--- src/rtl/fetch_queue.sv ---
// Fetch-to-decode instruction queue: compacting push, show-ahead pop, flush, sticky overflow.
// Optional macro FETCH_QUEUE_BYPASS_EN adds a zero-latency path when the queue is empty.
package core_pkg;
   localparam int unsigned ISSUE__WIDTH = 2;
   localparam int unsigned XLEN         = 32;
endpackage

module fetch_queue #(
   parameter int unsigned FETCH_W = core_pkg::ISSUE__WIDTH,
   parameter int unsigned PC_W    = core_pkg::XLEN,
   parameter int unsigned INSTR_W = core_pkg::XLEN,
   parameter int unsigned DEPTH   = 8
) (
   input  logic                              i_clk,
   input  logic                              i_reset,
   input  logic [FETCH_W-1:0]                i_if_valid,
   input  logic [FETCH_W-1:0][PC_W-1:0]      i_if_pc,
   input  logic [FETCH_W-1:0][INSTR_W-1:0]   i_if_instr,
   output logic                              o_fetch_stall,
   input  logic                              i_flush,
   output logic [FETCH_W-1:0]                o_dec_valid,
   output logic [FETCH_W-1:0][PC_W-1:0]      o_dec_pc,
   output logic [FETCH_W-1:0][INSTR_W-1:0]   o_dec_instr,
   input  logic                              i_dec_ready,
   output logic [$clog2(DEPTH):0]            o_count,
   output logic                              o_overflow_err
);

   localparam int unsigned PTR_W = $clog2(DEPTH);
   localparam int unsigned CNT_W = PTR_W + 1;

   logic [PTR_W-1:0]   r_wr_ptr;
   logic [PTR_W-1:0]   r_rd_ptr;
   logic [CNT_W-1:0]   r_count;
   logic               r_overflow;
   logic [PC_W-1:0]    r_mem_pc    [DEPTH];
   logic [INSTR_W-1:0] r_mem_instr [DEPTH];

   logic [FETCH_W-1:0][CNT_W-1:0] w_off;
   logic [CNT_W-1:0]              w_acc;
   logic [CNT_W-1:0]              w_npop;
   logic [CNT_W-1:0]              w_free;
   logic [CNT_W-1:0]              w_nwr;
   logic [FETCH_W-1:0]            w_wr_en;
   logic [FETCH_W-1:0][PTR_W-1:0] w_wr_addr;
   logic                          w_drop;
   logic                          w_byp_take;
   logic                          w_pop_en;

   // Rank of each valid fetch slot among the valid slots below it (compaction offset).
   always_comb begin
      w_acc = '0;
      w_off = '0;
      for (int unsigned i = 0; i < FETCH_W; i++) begin
         w_off[i] = w_acc;
         if (i_if_valid[i]) w_acc = w_acc + CNT_W'(1);
      end
   end

`ifdef FETCH_QUEUE_BYPASS_EN
   logic                             w_bypass;
   logic [FETCH_W-1:0]               w_byp_valid;
   logic [FETCH_W-1:0][PC_W-1:0]     w_byp_pc;
   logic [FETCH_W-1:0][INSTR_W-1:0]  w_byp_instr;

   assign w_bypass   = (r_count == '0) && !i_flush;
   assign w_byp_take = w_bypass && i_dec_ready;
   assign w_pop_en   = i_dec_ready && !w_bypass;

   always_comb begin
      w_byp_valid = '0;
      w_byp_pc    = '0;
      w_byp_instr = '0;
      for (int unsigned j = 0; j < FETCH_W; j++) begin
         for (int unsigned i = 0; i < FETCH_W; i++) begin
            if (i_if_valid[i] && (w_off[i] == CNT_W'(j))) begin
               w_byp_valid[j] = 1'b1;
               w_byp_pc[j]    = i_if_pc[i];
               w_byp_instr[j] = i_if_instr[i];
            end
         end
      end
   end
`else
   assign w_byp_take = 1'b0;
   assign w_pop_en   = i_dec_ready;
`endif

   always_comb begin
      o_dec_valid = '0;
      o_dec_pc    = '0;
      o_dec_instr = '0;
      for (int unsigned i = 0; i < FETCH_W; i++) begin
         o_dec_valid[i] = (r_count > CNT_W'(i)) && !i_flush;
         o_dec_pc[i]    = r_mem_pc[r_rd_ptr + PTR_W'(i)];
         o_dec_instr[i] = r_mem_instr[r_rd_ptr + PTR_W'(i)];
      end
`ifdef FETCH_QUEUE_BYPASS_EN
      if (w_bypass) begin
         o_dec_valid = w_byp_valid;
         o_dec_pc    = w_byp_pc;
         o_dec_instr = w_byp_instr;
      end
`endif
   end

   // Free space counts entries popped this cycle, so a full queue can accept a push while draining.
   always_comb begin
      w_npop    = '0;
      w_nwr     = '0;
      w_drop    = 1'b0;
      w_wr_en   = '0;
      w_wr_addr = '0;
      if (w_pop_en) begin
         for (int unsigned i = 0; i < FETCH_W; i++) begin
            w_npop = w_npop + CNT_W'(o_dec_valid[i]);
         end
      end
      w_free = CNT_W'(DEPTH) - r_count + w_npop;
      for (int unsigned i = 0; i < FETCH_W; i++) begin
         w_wr_addr[i] = r_wr_ptr + w_off[i][PTR_W-1:0];
         if (i_if_valid[i] && !i_flush && !w_byp_take) begin
            if (w_off[i] < w_free) begin
               w_wr_en[i] = 1'b1;
               w_nwr      = w_nwr + CNT_W'(1);
            end else begin
               w_drop = 1'b1;
            end
         end
      end
   end

   always_ff @(posedge i_clk or negedge i_reset) begin
      if (!i_reset) begin
         r_wr_ptr   <= '0;
         r_rd_ptr   <= '0;
         r_count    <= '0;
         r_overflow <= 1'b0;
      end else if (i_flush) begin
         r_wr_ptr <= '0;
         r_rd_ptr <= '0;
         r_count  <= '0;
      end else begin
         r_wr_ptr <= r_wr_ptr + w_nwr[PTR_W-1:0];
         r_rd_ptr <= r_rd_ptr + w_npop[PTR_W-1:0];
         r_count  <= r_count + w_nwr - w_npop;
         if (w_drop) r_overflow <= 1'b1;
      end
   end

   always_ff @(posedge i_clk) begin
      for (int unsigned i = 0; i < FETCH_W; i++) begin
         if (w_wr_en[i]) begin
            r_mem_pc[w_wr_addr[i]]    <= i_if_pc[i];
            r_mem_instr[w_wr_addr[i]] <= i_if_instr[i];
         end
      end
   end

   assign o_fetch_stall  = (CNT_W'(DEPTH) - r_count) < CNT_W'(2 * FETCH_W);
   assign o_count        = r_count;
   assign o_overflow_err = r_overflow;

endmodule

--- config.mk ---
export PLATFORM = sky130hd
export DESIGN_NAME = fetch_queue
export DESIGN_NICKNAME = d
export VERILOG_FILES = /design/src/rtl/fetch_queue.sv
export SDC_FILE = /design/constraint.sdc
export NUM_CORES = 1
export LEC_CHECK = 0
export ABC_CLOCK_PERIOD_IN_PS = 16400
export CAP_MARGIN = 0
export CORE_ASPECT_RATIO = 1.75
export CORE_MARGIN = 8
export CORE_UTILIZATION = 40
export DETAILED_ROUTE_END_ITERATION = 7
export PLACE_DENSITY = 0.62
export RECOVER_POWER = 50
export SLEW_MARGIN = 20
export SYNTH_ARGS = -nofsm -noshare
export SYNTH_HDL_FRONTEND = slang
export SYNTH_SLANG_ARGS = --single-unit
--- constraint.sdc ---
create_clock -name i_clk -period 16.4 [get_ports i_clk]
set_input_delay 3.28 -clock i_clk [delete_from_list [all_inputs] [get_ports i_clk]]
set_output_delay 3.28 -clock i_clk [all_outputs]
set_load 0.1 [all_outputs]
==> impl_summary.md, run 1 <==
Yosys
The mean post-synth cell area is 18.3 µm². In the synthesized netlist the dominant register cell turns out to be edfxtp_1. After synthesis, flip-flops and latches occupy 51.7% of the total area. The number of different library cells used by synthesis comes to 44. Counting flops and latches in the post-synthesis netlist gives 523. Yosys mapped a number of flops with a built-in enable equal to 512. After synthesis, the cell types taking the most area are edfxtp_1 (51%), mux2_2 (23%), mux4_2 (19%).

Synthesis handed over a netlist of 1657 instances. The library cell occupying the most area in the post-synthesis netlist is edfxtp_1. Counting every net in the synthesized netlist gives 1812.

The cell area that synthesis handed to floorplanning was 0.0303 mm². The top cell type's share of synthesized area is 50.8%. The Yosys warning count is 0. The async set-reset flop share out of synthesis is 2.10%.

Clock network
The clock net sink count is 523. The later pin in the worst-skew pair is clocked with a latency of 0.62 ns. The H-tree depth reported by CTS is 2. Hold repair after CTS inserted 0 buffers.

The count of instances resized after the clock tree is built is 0. The number of buffers inserted by post-CTS setup repair is 0. After clock tree synthesis, the clock-pin slew on the worst setup and hold paths is 0.06 ns.

The longest clock path from root to sink contains 3 buffers. The TritonCTS clock tree is built. The tree is rooted in a clkbuf_16.

The number of clock buffers added by TritonCTS is 52.

Critical path
The worst setup path is captured at a register. The kind of start point of the critical path is a primary input. In this run the worst path has a maximum fanout of 41. The worst endpoint required time is 16.65 ns. The startpoint-to-endpoint class of the critical path is in -> reg. The data arrival time at the worst-slack endpoint is 11.34 ns.

Timing
The worst path uses 67.6% of the clock period. The accumulated negative setup slack is 0 ns. The number of failing hold endpoints at the final stage is 0. The total setup violations reported at the end of the flow is 0. The maximum clock skew at final layout is 0.0242 ns. For the pin with the worst max-slew slack, the measured transition is 4.33 ns. The number of max-slew violations in the final report is 657. In this run the tightest slew margin relative to its limit is -191%.

Timing would allow up to 90.2 MHz. The final critical-path required period is 11.09 ns. Setup repair after global routing left no endpoint under its margin.

Place
In this run the tool buffered the top-level ports with 269 buffer cells. The final weighted congestion in routability-driven placement is 0.816. The half-perimeter wire length after placement is 51200 µm. The cell count after placement is 2846.

Die
The die is 224 µm wide. For this configuration, the core starts out at a cell density of 40.3%. The row count is 133. 270 I/O pins were placed. Measured along the y axis, the die boundary spans 380 µm.

The total area inside the core boundary comes to 0.0751 mm². The floorplan step defined a die boundary enclosing 0.0851 mm².

Global routing
Entering global routing, the biggest net connects 140 pins. For met3 alone, demand over resource in global routing was 4.37%. Global routing used 24.1% of the available met1 tracks. The overflow left after global routing is 0. The global-route wire length before repair is 129000 µm. The global-route usage over all layers is 20.4%.

met2 is the most crowded layer. The number of antenna violations at the first check in global routing was 17. The global routing met2 resource utilization is 36.5%. The via count of the first global-routing pass is 19600.

Routing
The number of search-and-repair iterations in the first detailed-routing pass is 5. The number of vias per cell after detailed routing is 5.91. For this run, design rule violations remaining after detail routing come to 0.

The detail-routed net length per standard cell is 29.7 µm. For this block, the via count after detailed routing is 17500. The final layout contains routed wiring with a total length of 87600 µm. The remaining antenna violation count after routing is 0. The DRC marker count from the first detailed-route iteration is 1029.

Run
The max-capacitance violation count is 20.

Layout
The final cell count without fillers is 2952. The final layout net count is 2043. Compared with the post-synthesis result, the final layout area differs by 17.7%. The post-route netlist has 51.0% of its cells at a drive strength greater than 1.

Outcome
The final reports fail on capacitance limit, slew limit. The run finished, with violations left.

Min path
The type of the worst min-delay path is reg -> reg.

Power and ir drop
The maximum resistive drop on vdd is 0.207 mV. The power density over the cells is 203 mW/mm². Summing internal, switching and leakage power gives 7230 µW. The standby leakage power is 0.0111 µW.
cell usage after synthesis, types with 2 or more instances:
cell type and n:
mux4_2 256, a21oi_1 3, nor2_1 13, xnor2_1 4, nand2_1 3, nand4_2 2
o21ai_0 4, nor2b_1 7, mux2_2 614, dfrtp_1 11, ha_1 16, inv_1 16
nand3_2 2, fa_1 5, buf_6 32, xor2_1 4, buf_2 12, o21bai_1 4
mux2_1 26, edfxtp_1 512, and3_1 2, buf_1 21, clkbuf_1 47, nand4_1 2
buf_4 16, nand3_1 5
cells in the final DEF, fill, tap and decap left out, types with 4 or more instances in the layout:
cell type / count
mux2_2: 613
edfxtp_1: 512
mux4_2: 256
clkdlybuf4s50_1: 199
dlygate4sd3_1: 70
clkbuf_16: 53
mux2_1: 27
clkbuf_1: 22
buf_4: 20
inv_1: 17
ha_1: 15
bufinv_16: 13
diode_2: 11
nor2_1: 11
clkinv_1: 8
dfrtp_1: 8
nor2b_1: 7
nand3_1: 7
clkinv_2: 7
fa_1: 5
nand4_1: 4
xnor2_1: 4
power by group:
part | switching, µW | leakage [µW] | internal [µW] | total (µW)
Clock | 533 | 0.000908 | 796 | 1330
Combinational | 2840 | 0.00545 | 1320 | 4160
Sequential | 75.8 | 0.00478 | 1660 | 1740
Total | 3450 | 0.0111 | 3780 | 7230
critical path, cell delays in order:
cell and delay [ns]:
dlygate4sd3_1 0.75, a21oi_1 0.29, a21boi_0 0.32, ha_1 0.19
and2_0 0.20, ha_1 0.20, inv_1 0.06, fa_1 0.42
xnor3_1 0.20, and2_0 0.19, o221a_1 0.39, inv_1 0.17
nand3_1 1.20, o21ai_0 2.40, buf_4 1.01
per-layer routing:
layer	vias up	share of wire [%]
met1	9399	39
met3	140	5.9
met4	14	2.8
met5	-	0.12
li1	7411	-
met2	494	53
flip-flops by register name, indices dropped and copies added, names as in the netlist:
signal          count
r_rd_ptr            3
o_count             4
r_mem_pc          256
o_overflow_err      1
r_wr_ptr            3
r_mem_instr       256
stage by stage:
step / hold slack [ns] / cell area (µm²) / util, % / setup slack, ns
6_report: 0.474 / 35700 / 47.5 / 5.31
5_1_grt: 0.505 / 35600 / 47.5 / 4.57
4_1_cts: 0.484 / 35800 / 47.7 / 7.28
3_5_place_dp: 0.460 / 33900 / 45.2 / 7.30
3_3_place_gp: 0.449 / 33900 / 45.2 / 7.32
2_1_floorplan: 0.612 / 30300 / - / 2.23
path summary, 6_finish.rpt:
| check | depth (start not counted) | endpoint | slack (ns) | startpoint |
|---|---|---|---|---|
| setup / recovery | 15 | r_mem_pc[0][16]$_DFFE_PP_ | 5.31 | i_flush |
| hold / removal | 1 | o_overflow_err$_DFFE_PN0P_ | 0.47 | o_overflow_err$_DFFE_PN0P_ |
| setup reg to reg | 16 | r_mem_pc[0][16]$_DFFE_PP_ | 7.95 | o_count[0]$_DFF_PN0_ |
| hold reg to reg | 1 | o_overflow_err$_DFFE_PN0P_ | 0.47 | o_overflow_err$_DFFE_PN0P_ |
| max in group asynchronous | 1 | r_rd_ptr[1]$_DFF_PN0_ | 12.89 | i_reset |
| min in group asynchronous | 1 | r_rd_ptr[2]$_DFF_PN0_ | 3.09 | i_reset |
cell type report:
type,count,area [µm²]
clock inverter,34,507
multi-input combinational,989,13800
inverter,17,63.8
fill,6387,39400
timing repair buffer,305,2940
tap,1012,1270
sequential,523,15700
clock buffer,61,1360
antenna,11,27.5
logic make-up after synthesis:
group | after synthesis | synth area share [%]
adder cells (fa/ha/maj) | 22 | 1.02
XOR/XNOR | 9 | 0.306
AND/OR/NAND/NOR | 42 | 0.802
flip-flops | 523 | 51.7
multiplexers | 896 | 42.8
buffers and inverters | 145 | 2.84
AO/OA/AOI/OAI | 20 | 0.512
No activity file was read; power rests on OpenSTA's default activity.
==> inputs of run 2 (changes only) <==
ABC_CLOCK_PERIOD_IN_PS = 11500   (was 16400)
clock period = 11.5 ns   (was 16.4 ns; I/O delays follow)
==> impl_summary.md, run 2 (synthesis gave the netlist of run 1 again) <==
Timing
The hold slack is 0.489 ns. The maximum clock frequency is 106 MHz. Setup repair after global routing left no endpoint under its margin. The number of failing hold endpoints at the final stage is 0.

The accumulated negative setup slack is 0 ns. The maximum clock skew at final layout is 0.0130 ns. The number of max-slew violations in the final report came to 418. The measured slew at the worst slew-check pin is 4.09 ns. After layout, the worst path uses 81.7% of the clock period. Measured against its own limit, the worst slew margin works out to -173%.

The total setup violations reported at the end of the flow is 0. The final critical-path required period is 9.39 ns.

Global routing
The via count of the first global-routing pass is 19400. The first global-routing pass estimated 131000 µm of wire. Entering global routing, the biggest net connects 64 pins. The total overflow left after global routing is 0. The number of antenna violations at the first check in global routing came to 15.

Global routing consumed, over all layers together, 20.7% of the routing resources.

Routing
The final route contains 17600 vias. The routed design uses 46700 µm of met2 wire. For this block, the initial DRC count from the detailed router was 1104.

The first detailed-routing pass took 4 iterations. Wire segments on met3 add up to 5050 µm in the final route. The detail-routed net length per standard cell is 30.2 µm. The total routed wirelength is 88900 µm. The highest layer touched by signal routing is met5. The post-route met1 wirelength is 34800 µm. The remaining antenna violation count after routing is 0. The number of vias per cell after detailed routing is 5.97. The detailed-route DRC error count is 0.

Power and ir drop
The total power of the final layout is 10100 µW. Power spread over the standard cell area amounts to 286 mW/mm². For this design the static power due to leakage is 0.0110 µW. Across the VDD grid, the largest voltage drop is 0.325 mV.

Run
The max-capacitance violation count is 15.

Place
The half-perimeter wire length after placement is 54200 µm. Once placement completed, the tool counted placed cells totaling 2841. In this run the tool buffered the top-level ports with 269 buffer cells. The final weighted congestion in routability-driven placement is 0.779.

Clock network
The post-cts hold buffer count is 0. The clock root buffer is clkbuf_16. The TritonCTS clock tree is built. At the later pin of the worst-skew pair, clock insertion delay measures 0.62 ns. In this run, post-CTS repair resized a total of 0 instances. The CTS clock-pin slew for the worst setup and hold paths is 0.07 ns. In this run the post-CTS setup repair buffer count came out at 0. The clock tree buffer depth is 3.

CTS built an H-tree with a depth of 2. The number of buffers created by CTS is 52. The clock net sink count is 523.

Outcome
The run finished, with violations left. The checks that failed: capacitance limit, slew limit.

Critical path
The kind of start point of the critical path is a register. The maximum fanout count along the critical path is 55. The setup path with the least slack is of type reg -> out. At the worst endpoint, the arrival time is 7.09 ns. STA classifies the critical path endpoint as a primary output. The worst endpoint required time is 9.20 ns.

Die
The width of the die is 224 µm. The starting density of the core is 40.3%. The die covers 0.0851 mm². The core footprint is 0.0751 mm². The die is 380 µm tall.

For this design the top-level I/O count stands at 270. The initialized floorplan defines 133 standard-cell rows.

Layout
In the final layout, the multi-input gates occupy 0.0138 mm². Cells with a size suffix above 1 make up 50.9% of the layout. Summing all flip-flop and latch instances after layout gives 0.0157 mm². The net count of the finished layout is 2039. In the layout the commonest cells are mux2_2 (613), edfxtp_1 (512), mux4_2 (256). The final cell count without fillers is 2944. The most frequent standard cell in the layout excluding fill and tap cells is mux2_2. After filler insertion, the fill cell instance count of the layout stands at 6391. The area growth from synthesis to layout is 16.7%.

Min path
The worst hold path belongs to the class reg -> reg.
==> run 2: cell types whose count changed in the layout (fill, tap and decap cells not counted), moves of 3 or more <==
| cell | change |
|---|---|
| diode_2 | -4 |
| clkinv_4 | -3 |
| buf_4 | +3 |
| clkinv_2 | +5 |
| clkbuf_1 | -4 |
| bufinv_16 | -10 |
| clkinvlp_4 | +3 |
==> run 2: layout make-up <==
type	instances	area share (%)
sequential	523	44.3
multi-input combinational	989	39.1
timing repair buffer	301	8.23
clock buffer	63	3.80
tap	1012	3.58
clock inverter	32	0.743
inverter	17	0.181
antenna	7	0.0496
==> run 2: layer usage <==
metal | vias to the layer above | GRT usage, %
li1 | 7411 | -
met1 | 9485 | 24.7
met2 | 540 | 37.2
met3 | 132 | 3.93
met4 | 12 | 6.26
met5 | - | 0
==> run 2: worst max-delay path, stage by stage, from the launching register on <==
cell and delay (ns):
dfrtp_4 0.72, ha_4 0.60, clkbuf_1 2.91, mux4_2 0.77, mux2_2 0.20, dlygate4sd3_1 1.22
==> run 2: metrics by stage <==
| step | worst slack (ns) | instance area, µm² | util (%) |
|---|---|---|---|
| 5_1_grt | 1.89 | 35300 | 47.1 |
| 2_1_floorplan | -0.104 | 30300 | - |
| 6_report | 2.11 | 35400 | 47.1 |
| 3_3_place_gp | 3.45 | 33900 | 45.1 |
| 3_5_place_dp | 3.34 | 33900 | 45.2 |
| 4_1_cts | 3.92 | 35500 | 47.3 |
==> run 2: where the power goes <==
group	switching (µW)	internal, µW	total (µW)	leakage [µW]
combinational	4070	1890	5960	0.00546
clock	755	902	1660	0.000781
sequential	139	2370	2510	0.00478
==> run 2: final timing paths <==
path | from | to | slack, ns | depth (start not counted)
max | r_rd_ptr[1]$_DFF_PN0_ | o_dec_pc[42] | 2.11 | 5
min | o_overflow_err$_DFFE_PN0P_ | o_overflow_err$_DFFE_PN0P_ | 0.49 | 1
max reg2reg | o_count[0]$_DFF_PN0_ | r_mem_instr[3][13]$_DFFE_PP_ | 4.00 | 15
min reg2reg | o_overflow_err$_DFFE_PN0P_ | o_overflow_err$_DFFE_PN0P_ | 0.49 | 1
max in group asynchronous | i_reset | r_rd_ptr[2]$_DFF_PN0_ | 8.98 | 1
min in group asynchronous | i_reset | o_count[3]$_DFF_PN0_ | 2.11 | 1
==> inputs of run 3 (changes only) <==
ABC_CLOCK_PERIOD_IN_PS = 9580   (was 11500)
clock period = 9.58 ns   (was 11.5 ns; I/O delays follow)
==> impl_summary.md, run 3 (synthesis gave the netlist of run 1 again) <==
Clock network
The post-cts hold buffer count is 0. CTS built an H-tree with a depth of 2. The clock tree buffer depth is 3.

The count of instances resized after the clock tree is built is 0. The clock latency on the worst-skew pair is 0.62 ns. The root buffer cell chosen for the clock tree is clkbuf_16. The number of buffers inserted by post-CTS setup repair is 0. The clock net sink count is 523.

The number of buffers created by CTS is 50. Clock-pin slew was measured on the worst setup and hold paths at 0.07 ns. The TritonCTS clock tree is built.

Timing
For the pin with the worst max-slew slack, the measured transition is 3.23 ns. The number of failing hold endpoints at the final stage is 0. Headroom to the max-slew limit came out at -116%.

The total setup violations reported at the end of the flow is 0. The maximum clock frequency is 127 MHz. The number of max-slew violations in the final report is 528. The worst path uses 82.2% of the clock period.

The maximum clock skew at final layout is 0.0129 ns. For the finished layout, the period the worst path requires is 7.88 ns. Setup repair after global routing left no endpoint under its margin. On the final layout, the worst hold slack is 0.473 ns. The slack of the critical path is 1.70 ns.

Place
The pre-CTS setup slack is 2.23 ns. In this run the cell area measured after placement is 0.0340 mm². The count of buffers added on input and output ports is 269.

The half-perimeter wire length after placement is 53500 µm. At the end of routability-driven placement, the weighted congestion stood at 0.783. The cell count after placement is 2845.

Global routing
The global-route wire length before repair is 131000 µm. For this run, the total global-route usage over all layers was measured as 20.7%. The via count of the first global-routing pass is 19200. Entering global routing, the biggest net connects 85 pins. The number of antenna violations at the first check in global routing was 12. Global routing finished with a remaining overflow of 0.

Power and ir drop
IR analysis of the VDD net gives a maximum drop of 0.462 mV. The internal portion of total power is 6130 µW. Per report_power, the clock group accounts for 16.1% of the total. Of the total power, registers draw 25.0%. The net switching power is 5930 µW. The power density over the cells is 341 mW/mm². Net switching is 49.1% of the power.

Per report_power, the combinational group accounts for 59.0% of the total. The design draws 12100 µW. The standby leakage power is 0.0110 µW.

Run
Max-cap violations in this run came to 16.

Routing
After detailed routing, the number of remaining DRC violations is 0. Summed over all layers, the routed wires come to 89200 µm. In this run, the number of DRC markers left after iteration 0 of detailed routing was 1031. Detailed routing inserted a total of 17400 vias. The detail route stage leaves a number of antenna-violating nets equal to 0.

The number of vias per cell after detailed routing is 5.91. The first detailed-routing pass took 5 iterations. In the final routed layout, each cell accounts on average for 30.3 µm.

Layout
Cells with a size suffix above 1 make up 51.1% of the layout. Leaving out fill and tap cells, the most frequent cell in the layout is mux2_2. In the layout the commonest cells are mux2_2 (614), edfxtp_1 (512), mux4_2 (256). Once layout is done, the placed cells without fillers occupy 0.0354 mm². The final layout net count is 2041.

After the flow finishes, the layout carries non-filler instances totaling 2944. The area growth from synthesis to layout is 16.9%.

Die
The die covers 0.0851 mm². The core footprint is 0.0751 mm². The starting density of the core is 40.3%. The width of the die is 224 µm. The floorplan step set the die height to 380 µm. The top-level port count is 270.

The row count is 133.

Critical path
Along the worst path, the maximum fanout reaches 33. The data arrival time at the worst-slack endpoint is 8.12 ns. The kind of start point of the critical path is a primary input.

STA classifies the critical path endpoint as a register. Data on the critical path is required at its endpoint by 9.82 ns. The worst setup path is of the in -> reg kind.

Outcome
The final reports fail on capacitance limit, slew limit. The flow ran to the end, but the final reports show violations.

Min path
The type of the worst min-delay path is reg -> reg.
==> run 3: changes by cell type in the layout (fill, tap and decap cells not counted), moves of 3 or more <==
| cell | previous run | this run |
|---|---|---|
| clkdlybuf4s50_1 | 198 | 182 |
| dlygate4sd3_1 | 71 | 87 |
| buf_12 | 0 | 4 |
| clkbuf_2 | 1 | 4 |
| o21ai_4 | 4 | 1 |
==> run 3: path summary, 6_finish.rpt <==
kind                                            start                          to  slack [ns]  cells past startpoint
setup reg to reg                 o_count[2]$_DFF_PN0_    r_mem_pc[4][0]$_DFFE_PP_        3.05                     16
setup / recovery                              i_flush    r_mem_pc[4][0]$_DFFE_PP_        1.70                     15
hold reg to reg            o_overflow_err$_DFFE_PN0P_  o_overflow_err$_DFFE_PN0P_        0.47                      1
max in group asynchronous                     i_reset       r_rd_ptr[0]$_DFF_PN0_        7.46                      1
min in group asynchronous                     i_reset  o_overflow_err$_DFFE_PN0P_        1.71                      1
hold / removal             o_overflow_err$_DFFE_PN0P_  o_overflow_err$_DFFE_PN0P_        0.47                      1
==> run 3: layer usage <==
layer	routed length, µm	vias to the layer above	global-route usage [%]
li1	-	7406	-
met1	35500	9388	24.9
met2	46800	466	37.5
met3	4890	117	3.98
met4	1920	12	5.32
met5	81	-	0
==> run 3: final cells by class <==
| cell class | instances | area, µm² |
|---|---|---|
| fill | 6377 | 39700 |
| sequential | 523 | 15700 |
| multi-input combinational | 989 | 13900 |
| timing repair buffer | 305 | 3000 |
| clock buffer | 64 | 1370 |
| tap | 1012 | 1270 |
| clock inverter | 28 | 164 |
| inverter | 17 | 63.8 |
| antenna | 6 | 15.0 |
==> run 3: critical path: stages <==
cell and delay, ns:
dlygate4sd3_1 0.92, a21oi_1 0.14, a21boi_0 0.18, ha_1 0.29, and2_0 0.20, ha_1 0.20, inv_1 0.06, fa_1 0.42
xnor3_1 0.18, and2_0 0.19, o221a_1 0.21, inv_1 0.33, nand3_4 0.56, o21ai_1 1.49, buf_4 0.76
==> run 3: through the flow <==
stage	setup TNS, ns	utilization (%)
global placement	0	45.2
floorplan	-182.10	-
global route	0	47.1
CTS	0	47.3
detailed placement	0	45.2
finish	0	47.2
==> run 3: power groups by stage <==
| stage | logic, µW | registers, µW | clock network, µW |
|---|---|---|---|
| 3_3_place_gp | 7220 | 3040 | 0 |
| 4_1_cts | 7270 | 3010 | 1980 |
| 6_report | 7110 | 3010 | 1940 |
| 2_1_floorplan | 5490 | 3010 | 0 |
| 5_1_grt | 7390 | 3040 | 2050 |
| 3_5_place_dp | 7240 | 3060 | 0 |
